`src/rtl/mips_pkg.sv`:
```
// ----------------------------------------------------------------------------
// mips_pkg
// Shared definitions for the 5-stage MIPS control pipeline:
//   - forwarding select encodings (FWD_RF / FWD_EXMEM / FWD_MEMWB)
//   - ALU operation class encodings
//   - register-address width REG_AW
//   - packed stage-register bundles for ID/EX, EX/MEM and MEM/WB
//   - reg_match(): "non-zero destination matches one of two sources"
// No ports (package).
// ----------------------------------------------------------------------------
package mips_pkg;

    localparam int REG_AW = 5;

    // EX operand source selects
    localparam logic [1:0] FWD_RF    = 2'b00;
    localparam logic [1:0] FWD_EXMEM = 2'b10;
    localparam logic [1:0] FWD_MEMWB = 2'b01;

    // ALU operation classes produced by the main decoder
    localparam logic [1:0] ALUOP_ADD   = 2'b00;  // loads/stores address calc
    localparam logic [1:0] ALUOP_SUB   = 2'b01;  // branch compare
    localparam logic [1:0] ALUOP_FUNCT = 2'b10;  // R-type, decode funct field
    localparam logic [1:0] ALUOP_IMM   = 2'b11;  // immediate arithmetic/logic

    // ID/EX contents: full control bundle plus the source fields needed for
    // forwarding and the destination resolved at ID.
    typedef struct packed {
        logic              reg_write;
        logic              alu_src;
        logic              reg_dst;
        logic              mem_write;
        logic              mem_read;
        logic              mem_to_reg;
        logic [1:0]        alu_op;
        logic [REG_AW-1:0] rs;
        logic [REG_AW-1:0] rt;
        logic [REG_AW-1:0] dst;
    } ctrl_bundle_t;

    // EX/MEM contents: only what MEM and WB still consume.
    typedef struct packed {
        logic              reg_write;
        logic              mem_write;
        logic              mem_read;
        logic              mem_to_reg;
        logic [REG_AW-1:0] dst;
    } mem_bundle_t;

    // MEM/WB contents.
    typedef struct packed {
        logic              reg_write;
        logic              mem_to_reg;
        logic [REG_AW-1:0] dst;
    } wb_bundle_t;

    // $0 is hard-wired to zero, so a write to it never creates a dependency.
    function automatic logic reg_match(input logic [REG_AW-1:0] dst,
                                       input logic [REG_AW-1:0] src_a,
                                       input logic [REG_AW-1:0] src_b);
        return (dst != '0) && ((dst == src_a) || (dst == src_b));
    endfunction

endpackage

```
`src/rtl/ctrl_hazard.sv`:
```
// ----------------------------------------------------------------------------
// ctrl_hazard
// Combinational hazard detection and EX operand forwarding selects.
//
// Ports:
//   rst, mem_stall              in   reset (masks stalls), cache-miss freeze
//   id_rs, id_rt                in   source fields of the instruction in ID
//   ex_RegWrite, ex_MemRead     in   EX-stage writer info
//   ex_dst, ex_rs, ex_rt        in   EX-stage destination and sources
//   mem_RegWrite, mem_dst       in   MEM-stage writer info
//   wb_RegWrite, wb_dst         in   WB-stage writer info
//   hz                          out  insert a bubble into ID/EX
//   stall_pc, stall_ifid        out  hold PC and IF/ID
//   fwdA, fwdB                  out  EX operand selects (mips_pkg FWD_*)
//
// Build option CTRL_PIPE_FWD_EN:
//   defined   - forwarding enabled; only load-use in EX stalls.
//   undefined - no forwarding; any RAW against an EX or MEM writer stalls
//               until that writer reaches WB (regfile is write-first).
// ----------------------------------------------------------------------------
module ctrl_hazard
    import mips_pkg::*;
(
    input  logic              rst,
    input  logic              mem_stall,
    input  logic [REG_AW-1:0] id_rs,
    input  logic [REG_AW-1:0] id_rt,
    input  logic              ex_RegWrite,
    input  logic              ex_MemRead,
    input  logic [REG_AW-1:0] ex_dst,
    input  logic [REG_AW-1:0] ex_rs,
    input  logic [REG_AW-1:0] ex_rt,
    input  logic              mem_RegWrite,
    input  logic [REG_AW-1:0] mem_dst,
    input  logic              wb_RegWrite,
    input  logic [REG_AW-1:0] wb_dst,
    output logic              hz,
    output logic              stall_pc,
    output logic              stall_ifid,
    output logic [1:0]        fwdA,
    output logic [1:0]        fwdB
);

`ifdef CTRL_PIPE_FWD_EN
    // EX/MEM result is younger than MEM/WB, so it wins when both match.
    function automatic logic [1:0] fwd_sel(input logic              m_we,
                                           input logic [REG_AW-1:0] m_dst,
                                           input logic              w_we,
                                           input logic [REG_AW-1:0] w_dst,
                                           input logic [REG_AW-1:0] src);
        if (m_we && m_dst != '0 && m_dst == src) begin
            return FWD_EXMEM;
        end
        if (w_we && w_dst != '0 && w_dst == src) begin
            return FWD_MEMWB;
        end
        return FWD_RF;
    endfunction

    // Only a load in EX cannot be covered: its data exists after MEM.
    assign hz   = ex_MemRead & reg_match(ex_dst, id_rs, id_rt);
    assign fwdA = fwd_sel(mem_RegWrite, mem_dst, wb_RegWrite, wb_dst, ex_rs);
    assign fwdB = fwd_sel(mem_RegWrite, mem_dst, wb_RegWrite, wb_dst, ex_rt);

    // EX write-enable only matters to the no-forwarding hazard term.
    logic unused_nofwd_only;
    assign unused_nofwd_only = ex_RegWrite;
`else
    // Without forwarding every in-flight writer ahead of WB blocks ID.
    // A WB-stage writer is fine because the regfile writes before reading.
    assign hz = ((ex_RegWrite | ex_MemRead) & reg_match(ex_dst, id_rs, id_rt))
              | (mem_RegWrite & reg_match(mem_dst, id_rs, id_rt));
    assign fwdA = FWD_RF;
    assign fwdB = FWD_RF;

    // EX sources and the WB writer only feed the forwarding muxes.
    logic unused_fwd_only;
    assign unused_fwd_only = ^{ex_rs, ex_rt, wb_RegWrite, wb_dst};
`endif

    // A cache miss freezes the front end too; during reset nothing is held.
    assign stall_pc   = ~rst & (mem_stall | hz);
    assign stall_ifid = ~rst & (mem_stall | hz);

endmodule

```
`src/rtl/ctrl_pipe.sv`:
```
// ----------------------------------------------------------------------------
// ctrl_pipe
// Control-path stage registers of the 5-stage MIPS pipeline. Carries the
// decoded control bundle and destination register from ID through EX, MEM
// and WB, inserts load-use bubbles and honours a global cache stall.
// Hazard and forwarding decisions live in ctrl_hazard.
//
// Parameters:
//   REG_AW   register-address width (must equal mips_pkg::REG_AW)
//   RA_IDX   destination register used for jal/jalr (id_raWrite=1)
//
// Ports:
//   clk, rst                         clock, synchronous active-high reset
//   mem_stall                        cache miss; freezes every stage register
//   id_RegWrite .. id_raWrite        decoded control from ID
//   id_ALUOp                         decoded ALU op class
//   id_rs, id_rt, id_rd              ID register fields
//   ex_ALUSrc, ex_RegDst, ex_ALUOp   EX-stage control
//   mem_MemWrite, mem_MemRead        MEM-stage control
//   wb_RegWrite, wb_MemtoReg, wb_dst WB-stage control and write address
//   stall_pc, stall_ifid             hold PC and IF/ID
//   fwdA, fwdB                       EX operand selects
//
// Build option CTRL_PIPE_FWD_EN enables forwarding (see ctrl_hazard).
// ----------------------------------------------------------------------------
module ctrl_pipe #(
    parameter int REG_AW = 5,
    parameter int RA_IDX = 31
) (
    input  logic              clk,
    input  logic              rst,
    input  logic              mem_stall,
    input  logic              id_RegWrite,
    input  logic              id_ALUSrc,
    input  logic              id_RegDst,
    input  logic              id_MemWrite,
    input  logic              id_MemRead,
    input  logic              id_MemtoReg,
    input  logic              id_raWrite,
    input  logic [1:0]        id_ALUOp,
    input  logic [REG_AW-1:0] id_rs,
    input  logic [REG_AW-1:0] id_rt,
    input  logic [REG_AW-1:0] id_rd,
    output logic              ex_ALUSrc,
    output logic              ex_RegDst,
    output logic [1:0]        ex_ALUOp,
    output logic              mem_MemWrite,
    output logic              mem_MemRead,
    output logic              wb_RegWrite,
    output logic              wb_MemtoReg,
    output logic [REG_AW-1:0] wb_dst,
    output logic              stall_pc,
    output logic              stall_ifid,
    output logic [1:0]        fwdA,
    output logic [1:0]        fwdB
);
    import mips_pkg::*;

    localparam logic [REG_AW-1:0] RA_DST = REG_AW'(RA_IDX);

    ctrl_bundle_t id_b;
    ctrl_bundle_t ex_q;
    mem_bundle_t  mem_q;
    wb_bundle_t   wb_q;
    logic         hz;

    // ---- ID: assemble bundle, resolve destination early ----
    always_comb begin
        id_b            = '0;
        id_b.reg_write  = id_RegWrite;
        id_b.alu_src    = id_ALUSrc;
        id_b.reg_dst    = id_RegDst;
        id_b.mem_write  = id_MemWrite;
        id_b.mem_read   = id_MemRead;
        id_b.mem_to_reg = id_MemtoReg;
        id_b.alu_op     = id_ALUOp;
        id_b.rs         = id_rs;
        id_b.rt         = id_rt;
        id_b.dst        = id_raWrite ? RA_DST : (id_RegDst ? id_rd : id_rt);
    end

    // ---- ID/EX, EX/MEM, MEM/WB stage registers ----
    // mem_stall outranks hz: while frozen the ID/EX register keeps its
    // contents rather than taking a bubble.
    always_ff @(posedge clk) begin
        if (rst) begin
            ex_q  <= '0;
            mem_q <= '0;
            wb_q  <= '0;
        end else if (!mem_stall) begin
            ex_q             <= hz ? '0 : id_b;
            mem_q.reg_write  <= ex_q.reg_write;
            mem_q.mem_write  <= ex_q.mem_write;
            mem_q.mem_read   <= ex_q.mem_read;
            mem_q.mem_to_reg <= ex_q.mem_to_reg;
            mem_q.dst        <= ex_q.dst;
            wb_q.reg_write   <= mem_q.reg_write;
            wb_q.mem_to_reg  <= mem_q.mem_to_reg;
            wb_q.dst         <= mem_q.dst;
        end
    end

    ctrl_hazard u_hazard (
        .rst          (rst),
        .mem_stall    (mem_stall),
        .id_rs        (id_rs),
        .id_rt        (id_rt),
        .ex_RegWrite  (ex_q.reg_write),
        .ex_MemRead   (ex_q.mem_read),
        .ex_dst       (ex_q.dst),
        .ex_rs        (ex_q.rs),
        .ex_rt        (ex_q.rt),
        .mem_RegWrite (mem_q.reg_write),
        .mem_dst      (mem_q.dst),
        .wb_RegWrite  (wb_q.reg_write),
        .wb_dst       (wb_q.dst),
        .hz           (hz),
        .stall_pc     (stall_pc),
        .stall_ifid   (stall_ifid),
        .fwdA         (fwdA),
        .fwdB         (fwdB)
    );

    assign ex_ALUSrc    = ex_q.alu_src;
    assign ex_RegDst    = ex_q.reg_dst;
    assign ex_ALUOp     = ex_q.alu_op;
    assign mem_MemWrite = mem_q.mem_write;
    assign mem_MemRead  = mem_q.mem_read;
    assign wb_RegWrite  = wb_q.reg_write;
    assign wb_MemtoReg  = wb_q.mem_to_reg;
    assign wb_dst       = wb_q.dst;

endmodule

```
`config.mk`:
```
export PLATFORM = sky130hd
export DESIGN_NAME = ctrl_pipe
export DESIGN_NICKNAME = d
export VERILOG_FILES = /design/src/rtl/mips_pkg.sv /design/src/rtl/ctrl_hazard.sv /design/src/rtl/ctrl_pipe.sv
export SDC_FILE = /design/constraint.sdc
export NUM_CORES = 1
export LEC_CHECK = 0
export BUFFER_PORTS_ARGS = -buffer_cell sky130_fd_sc_hd__buf_4
export CORE_ASPECT_RATIO = 0.6
export CORE_UTILIZATION = 45
export CTS_CLUSTER_SIZE = 40
export DETAILED_ROUTE_END_ITERATION = 6
export PLACE_DENSITY = 0.79
export SYNTH_ARGS = -nofsm -noshare
export SYNTH_HDL_FRONTEND = slang
export SYNTH_SLANG_ARGS = --single-unit
```
`constraint.sdc`:
```
create_clock -name clk -period 2.05 [get_ports clk]
set_input_delay 0.41 -clock clk [delete_from_list [all_inputs] [get_ports clk]]
set_output_delay 0.41 -clock clk [all_outputs]
set_load 0.05 [all_outputs]
```
# Word level (Yosys, flattened, before mapping)
# Index checks and enable logic that the tools add are counted.
# totals
latch_bits	0
out_inout_bits	19
ff_bits	29
n_memories	0
in_bits	27
ramBits	0
romBits	0
# op_classes
multipliers	0
bitwise	7
n_shift	0
n_eq_ne	4
n_div	0
order_cmp	0
n_addsub	0
muxes	3
reduce_logical	6
# ops
operator	count
23-bit 2-to-1 mux	1
5-bit == test	4
5-bit 2-to-1 mux	2
5-bit nonzero test	2
1-bit bitwise AND	3
1-bit OR	3
1-bit logical AND	2
1-bit logical OR	2
1-bit inverter	1

# Longest topological paths before layout
# depth
ltp_word	7
mapped_depth	7
depth_no_buf	5

# By module
# A second synthesis with hierarchy kept.
# hier_totals
hier_cells	201
hier_area_um2	1880.6
# by_module_without_submodules
module	area_each_um2	seq_area_each_um2	cells_per_inst	instances
ctrl_pipe	1544.0	780.7	157	1
ctrl_hazard	336.6	0.0	44	1

# Worst setup path after synthesis
# No wires, ideal clock.
# synth_path
path_kind	input -> output
start	in id_rt[3]
end	out stall_pc
arrival_time_ps	1977
path_buffers	2
cell_stages	7
slack_ps	-337
path_cell_list	xor2_1 > nor3_1 > a22oi_1 > o22ai_2 > buf_6 > o21ba_1 > buf_4
# synth_between
elab_chain_cells	7
# synth_lines
element	line_no	rtl
from (decl)	ctrl_pipe.sv:42	input logic [REG_AW-1:0] id_rt,
5-bit == test	mips_pkg.sv:61	return (dst != '0) && ((dst == src_a) || (dst == src_b));
1-bit logical OR	mips_pkg.sv:61	
1-bit logical AND	mips_pkg.sv:61	
1-bit bitwise AND, on equally long branches	ctrl_hazard.sv:71, ctrl_hazard.sv:72	
1-bit OR *	ctrl_hazard.sv:72	| (mem_RegWrite & reg_match(mem_dst, id_rs, id_rt));
1-bit OR *	--	
1-bit bitwise AND *	--	
to (decl)	ctrl_pipe.sv:52	output logic stall_pc,
# Mark *: on every way between the ends. The rest lies on a longest branch, timed or not.

# Worst setup path after layout
# layout_path
start	reg mem_q[2] (netlist bit)
end	out stall_ifid
# layout_between
elab_chain_cells	7
# layout_lines
element	line_no	rtl
from (decl)	ctrl_pipe.sv:63	mem_bundle_t mem_q;
5-bit == test	mips_pkg.sv:61	
1-bit logical OR	mips_pkg.sv:61	
1-bit logical AND *	mips_pkg.sv:61	
1-bit bitwise AND *	ctrl_hazard.sv:72	
1-bit OR *	ctrl_hazard.sv:72	
1-bit OR *	ctrl_hazard.sv:83	assign stall_ifid = ~rst & (mem_stall | hz);
1-bit bitwise AND *	ctrl_hazard.sv:83	
to (decl)	ctrl_pipe.sv:53	output logic stall_ifid,
# Marked as above.

==> Flow_metrics.wiki <==
{| class="wikitable"
! Metric !! Value
|-
| ANT cells || 0
|-
| Clock Skew || 5.45 ps
|-
| First DRT Iteration DRCs || 68
|-
| Run status || finished with violations
|-
| Final Cycle Share || 1.08
|-
| Storage element area || 592 sq um
|-
| DP Wirelength || 2490 um
|-
| Clock slew at reported path FFs || 60 ps
|-
| Proportion of power drawn by flip-flops and latches || 0.434
|-
| Hold violation total from the final report || 0
|-
| Maximum level of the CTS H-tree || 2
|-
| Number of setup violations in the final report || 2
|-
| Placer's final routability congestion estimate || 0.977
|-
| Largest fanout of any net on the critical path || 2
|-
| Cell Count Post-Placement || 232
|-
| Sum of met2 wire segment lengths after detailed routing || 1770 um
|-
| Power density normalized to cell area || 734 nW/um^2
|-
| Number of hold-repair buffers added at the cts stage || 0
|-
| Non-filler cells in the finished layout || 242
|-
| Sum of overflow across all layers after global routing || 0
|-
| Root buffer cell || sky130_fd_sc_hd__clkbuf_8
|-
| Height of the chip || 46.6 um
|-
| Buffers from clock root to sink, at most || 2
|-
| Final standard cell utilization of the core || 0.648
|-
| Number of enable-type register cells in the synthesized netlist || 0
|-
| Cell type contributing the most total cell area after synthesis || sky130_fd_sc_hd__dfxtp_1
|-
| Sum of routed wire segments on met1 || 1570 um
|-
| Crit. End Element || primary output
|-
| Top cell types by occurrence after synthesis || 29 x sky130_fd_sc_hd__dfxtp_1, 20 x sky130_fd_sc_hd__nor2_1, 20 x sky130_fd_sc_hd__xor2_1
|-
| Required time of the critical path || 1640 ps
|-
| DP Worst Slack || 49.1 ps
|-
| Total die area || 3560 sq um
|-
| Synth unique cells || 23
|-
| Highest routed metal layer || met4
|-
| Total GRT Usage || 0.221
|-
| Number of CTS-inserted buffers || 5
|-
| Via count of the first global-routing pass || 1239
|-
| CP peak stage delay || 540 ps
|-
| Maximum clock frequency || 454 MHz
|-
| Total of buffers placed on input and output ports || 41
|-
| Antenna viol nets, final || 0
|-
| Element type at the critical path start || flop
|-
| Final setup TNS || -308 ps
|-
| Max-slew violation total from the final report || 0
|-
| Area fraction of the dominant cell type after synthesis || 0.389
|-
| Fraction of power consumed by the clock network || 0.363
|-
| IO Count || 46
|-
| First-pass iteration count of the detailed router || 4
|-
| Post-detailed-route wirelength per cell || 14.8 um
|-
| Top post-synthesis cells by area || sky130_fd_sc_hd__dfxtp_1 39%, sky130_fd_sc_hd__xor2_1 12%, sky130_fd_sc_hd__mux2i_1 11%
|-
| Count of nets after finishing || 226
|-
| Layout Area Growth over Synthesis || 30.3%
|-
| Average footprint of a synthesized cell || 9.34 sq um
|-
| Cell breakdown of the critical path || or4_4, o21ai_2, o22ai_2, o21ba_4, buf_8
|-
| Summed instance area of the synthesized netlist || 1490 sq um
|-
| TritonCTS clock tree || yes
|-
| Tmin final || 2200 ps
|-
| Violated checks || setup timing
|-
| Number of storage elements in the synthesis netlist || 29
|-
| Multi-input gate area || 841 sq um
|-
| Setup repair after global routing missed its margin || yes
|-
| Number of antenna violations at the first check in global routing || 0
|-
| Net Sw Power || 406 uW
|-
| Share of final-layout standard cells stronger than drive strength 1 || 0.370
|-
| Clk_lat worst skew || 280 ps
|-
| Category of cells accounting for the largest share of critical-path delay || simple AND/OR/NAND/NOR gates
|-
| Part of the total power dissipated in combinational logic || 0.203
|-
| Maxcap violations || 0
|-
| Total Wirelength || 3590 um
|-
| Via count || 1265
|-
| Cell with the largest stage delay on the worst path || sky130_fd_sc_hd__or4_4
|-
| Cells on worst reg2reg path || 5
|-
| DIE WIDTH || 76.4 um
|-
| Final WS setup || -154 ps
|-
| Remaining design rule violation count || 0
|-
| Type of the setup path with the least slack || flop to primary output
|-
| Clock sinks || 29
|-
| Number of synthesis warnings || 0
|-
| Buffering stage count on the worst path with inverters included || 1
|-
| DR WL met3 || 187 um
|-
| Core area || 3000 sq um
|-
| Worst endpoint data arrival time || 1790 ps
|-
| Global-route wire length before repair || 5840 um
|-
| Effective utilization at floorplan || 0.498
|-
| Cell depth of the worst hold path || 2
|-
| Minimum hold slack || 477 ps
|-
| Kind of path behind the tightest hold check || flop to flop
|-
| Maximum number of pins on one net before global-route repair || 40
|-
| Row Count || 15
|-
| Dominant cell by count in the synthesized netlist || sky130_fd_sc_hd__dfxtp_1
|-
| Most frequently used flop master after synthesis || sky130_fd_sc_hd__dfxtp_1
|-
| Switching part of the total power || 0.284
|-
| Sequential fraction of the synthesis area || 0.389
|-
| Gate Count Post-Synth || 160
|-
| Maximum VDD drop || 0.320 mV
|-
| Async set-reset flop share out of synthesis || 0
|-
| Static Leak || 0.885 nW
|-
| Via-to-Cell Ratio || 5.23
|-
| Cell internal pwr || 1.02 mW
|-
| Levels on crit path || 5
|-
| Number of filler cells placed in the layout || 240
|}
[power by group through the flow]
stage / registers (mW) / clock network (mW) / logic [mW]
2_1_floorplan: 0.650 / 0 / 0.174
3_3_place_gp: 0.631 / 0 / 0.265
3_5_place_dp: 0.633 / 0 / 0.274
4_1_cts: 0.618 / 0.523 / 0.287
5_1_grt: 0.623 / 0.552 / 0.311
6_report: 0.619 / 0.519 / 0.290
[kinds of logic after synthesis]
kind of cell              Yosys count  synth area share
and+or+nand+nor                    53             0.178
DFF                                29             0.389
AOI/OAI and AO/OA                  24             0.140
xor gates and xnor gates           20             0.117
buffers and inverters              17            0.0662
muxes                              16             0.107
other                               1           0.00251
[through the flow]
stage | total power [mW] | cell area, sq um
6_report | 1.43 | 1950
5_1_grt | 1.49 | 1950
4_1_cts | 1.43 | 1940
3_5_place_dp | 0.907 | 1800
3_3_place_gp | 0.896 | 1800
2_1_floorplan | 0.824 | 1520
[routing by layer]
layer / vias up / track usage
li1: 627 / -
met1: 584 / 0.256
met5: - / 0
met4: 0 / 0.123
met2: 47 / 0.395
met3: 7 / 0.0535
[worst min-delay path: stages, from the launching register on]
cell and delay [ps]:
sky130_fd_sc_hd__dfxtp_1 310, sky130_fd_sc_hd__nand2_1 60, sky130_fd_sc_hd__o22ai_1 60
[sequential cells by signal, summed over array words and instances, names as in the netlist]
name / flops
ex_ALUSrc: 1
ex_ALUOp: 2
mem_q: 7
wb_dst: 5
mem_MemWrite: 1
mem_MemRead: 1
ex_RegDst: 1
wb_RegWrite: 1
ex_q: 9
wb_MemtoReg: 1
[layout by cell type (no fill, tap or decap)]
master	n
sky130_fd_sc_hd__nor3_2	1
sky130_fd_sc_hd__nor2b_1	5
sky130_fd_sc_hd__or4_4	1
sky130_fd_sc_hd__nor2_1	20
sky130_fd_sc_hd__o22ai_1	8
sky130_fd_sc_hd__conb_1	4
sky130_fd_sc_hd__mux2i_1	16
sky130_fd_sc_hd__o32ai_1	4
sky130_fd_sc_hd__nor3_1	3
sky130_fd_sc_hd__o21ba_4	1
sky130_fd_sc_hd__buf_8	2
sky130_fd_sc_hd__or3b_2	8
sky130_fd_sc_hd__a22oi_1	2
sky130_fd_sc_hd__or4_1	1
sky130_fd_sc_hd__xor2_1	20
sky130_fd_sc_hd__nand2_1	13
sky130_fd_sc_hd__a211oi_1	5
sky130_fd_sc_hd__clkinv_2	1
sky130_fd_sc_hd__o32ai_4	1
sky130_fd_sc_hd__dfxtp_1	24
sky130_fd_sc_hd__buf_4	44
sky130_fd_sc_hd__dfxtp_2	3
sky130_fd_sc_hd__o22ai_2	2
sky130_fd_sc_hd__o21ai_2	1
sky130_fd_sc_hd__or2_1	1
sky130_fd_sc_hd__dfxtp_4	2
sky130_fd_sc_hd__clkbuf_8	7
[layout make-up]
type / count / area share
Clock inverter: 1 / 0.00257
Multi-Input combinational cell: 117 / 0.432
Sequential cell: 29 / 0.304
Timing Repair Buffer: 46 / 0.185
Tap cell: 42 / 0.0270
Clock buffer: 7 / 0.0495
[repair_timing]
action	4_1_cts	5_1_grt
pin swaps	3	3
buffers inserted	2	0
cloned	0	0
gates resized for setup	10	3
hold endpoints to repair	0	0
setup endpoints to repair	2	2
[path summary, 6_finish.rpt]
| kind | slack [ps] | end | start |
|---|---|---|---|
| max | -150 | stall_ifid | mem_q[2] |
| min | 480 | ex_q[17] | ex_q[17] |
| max reg2reg | 300 | ex_q[1] | mem_q[2] |
| min reg2reg | 480 | ex_q[17] | ex_q[17] |
Power figures use the tool's default switching activity.
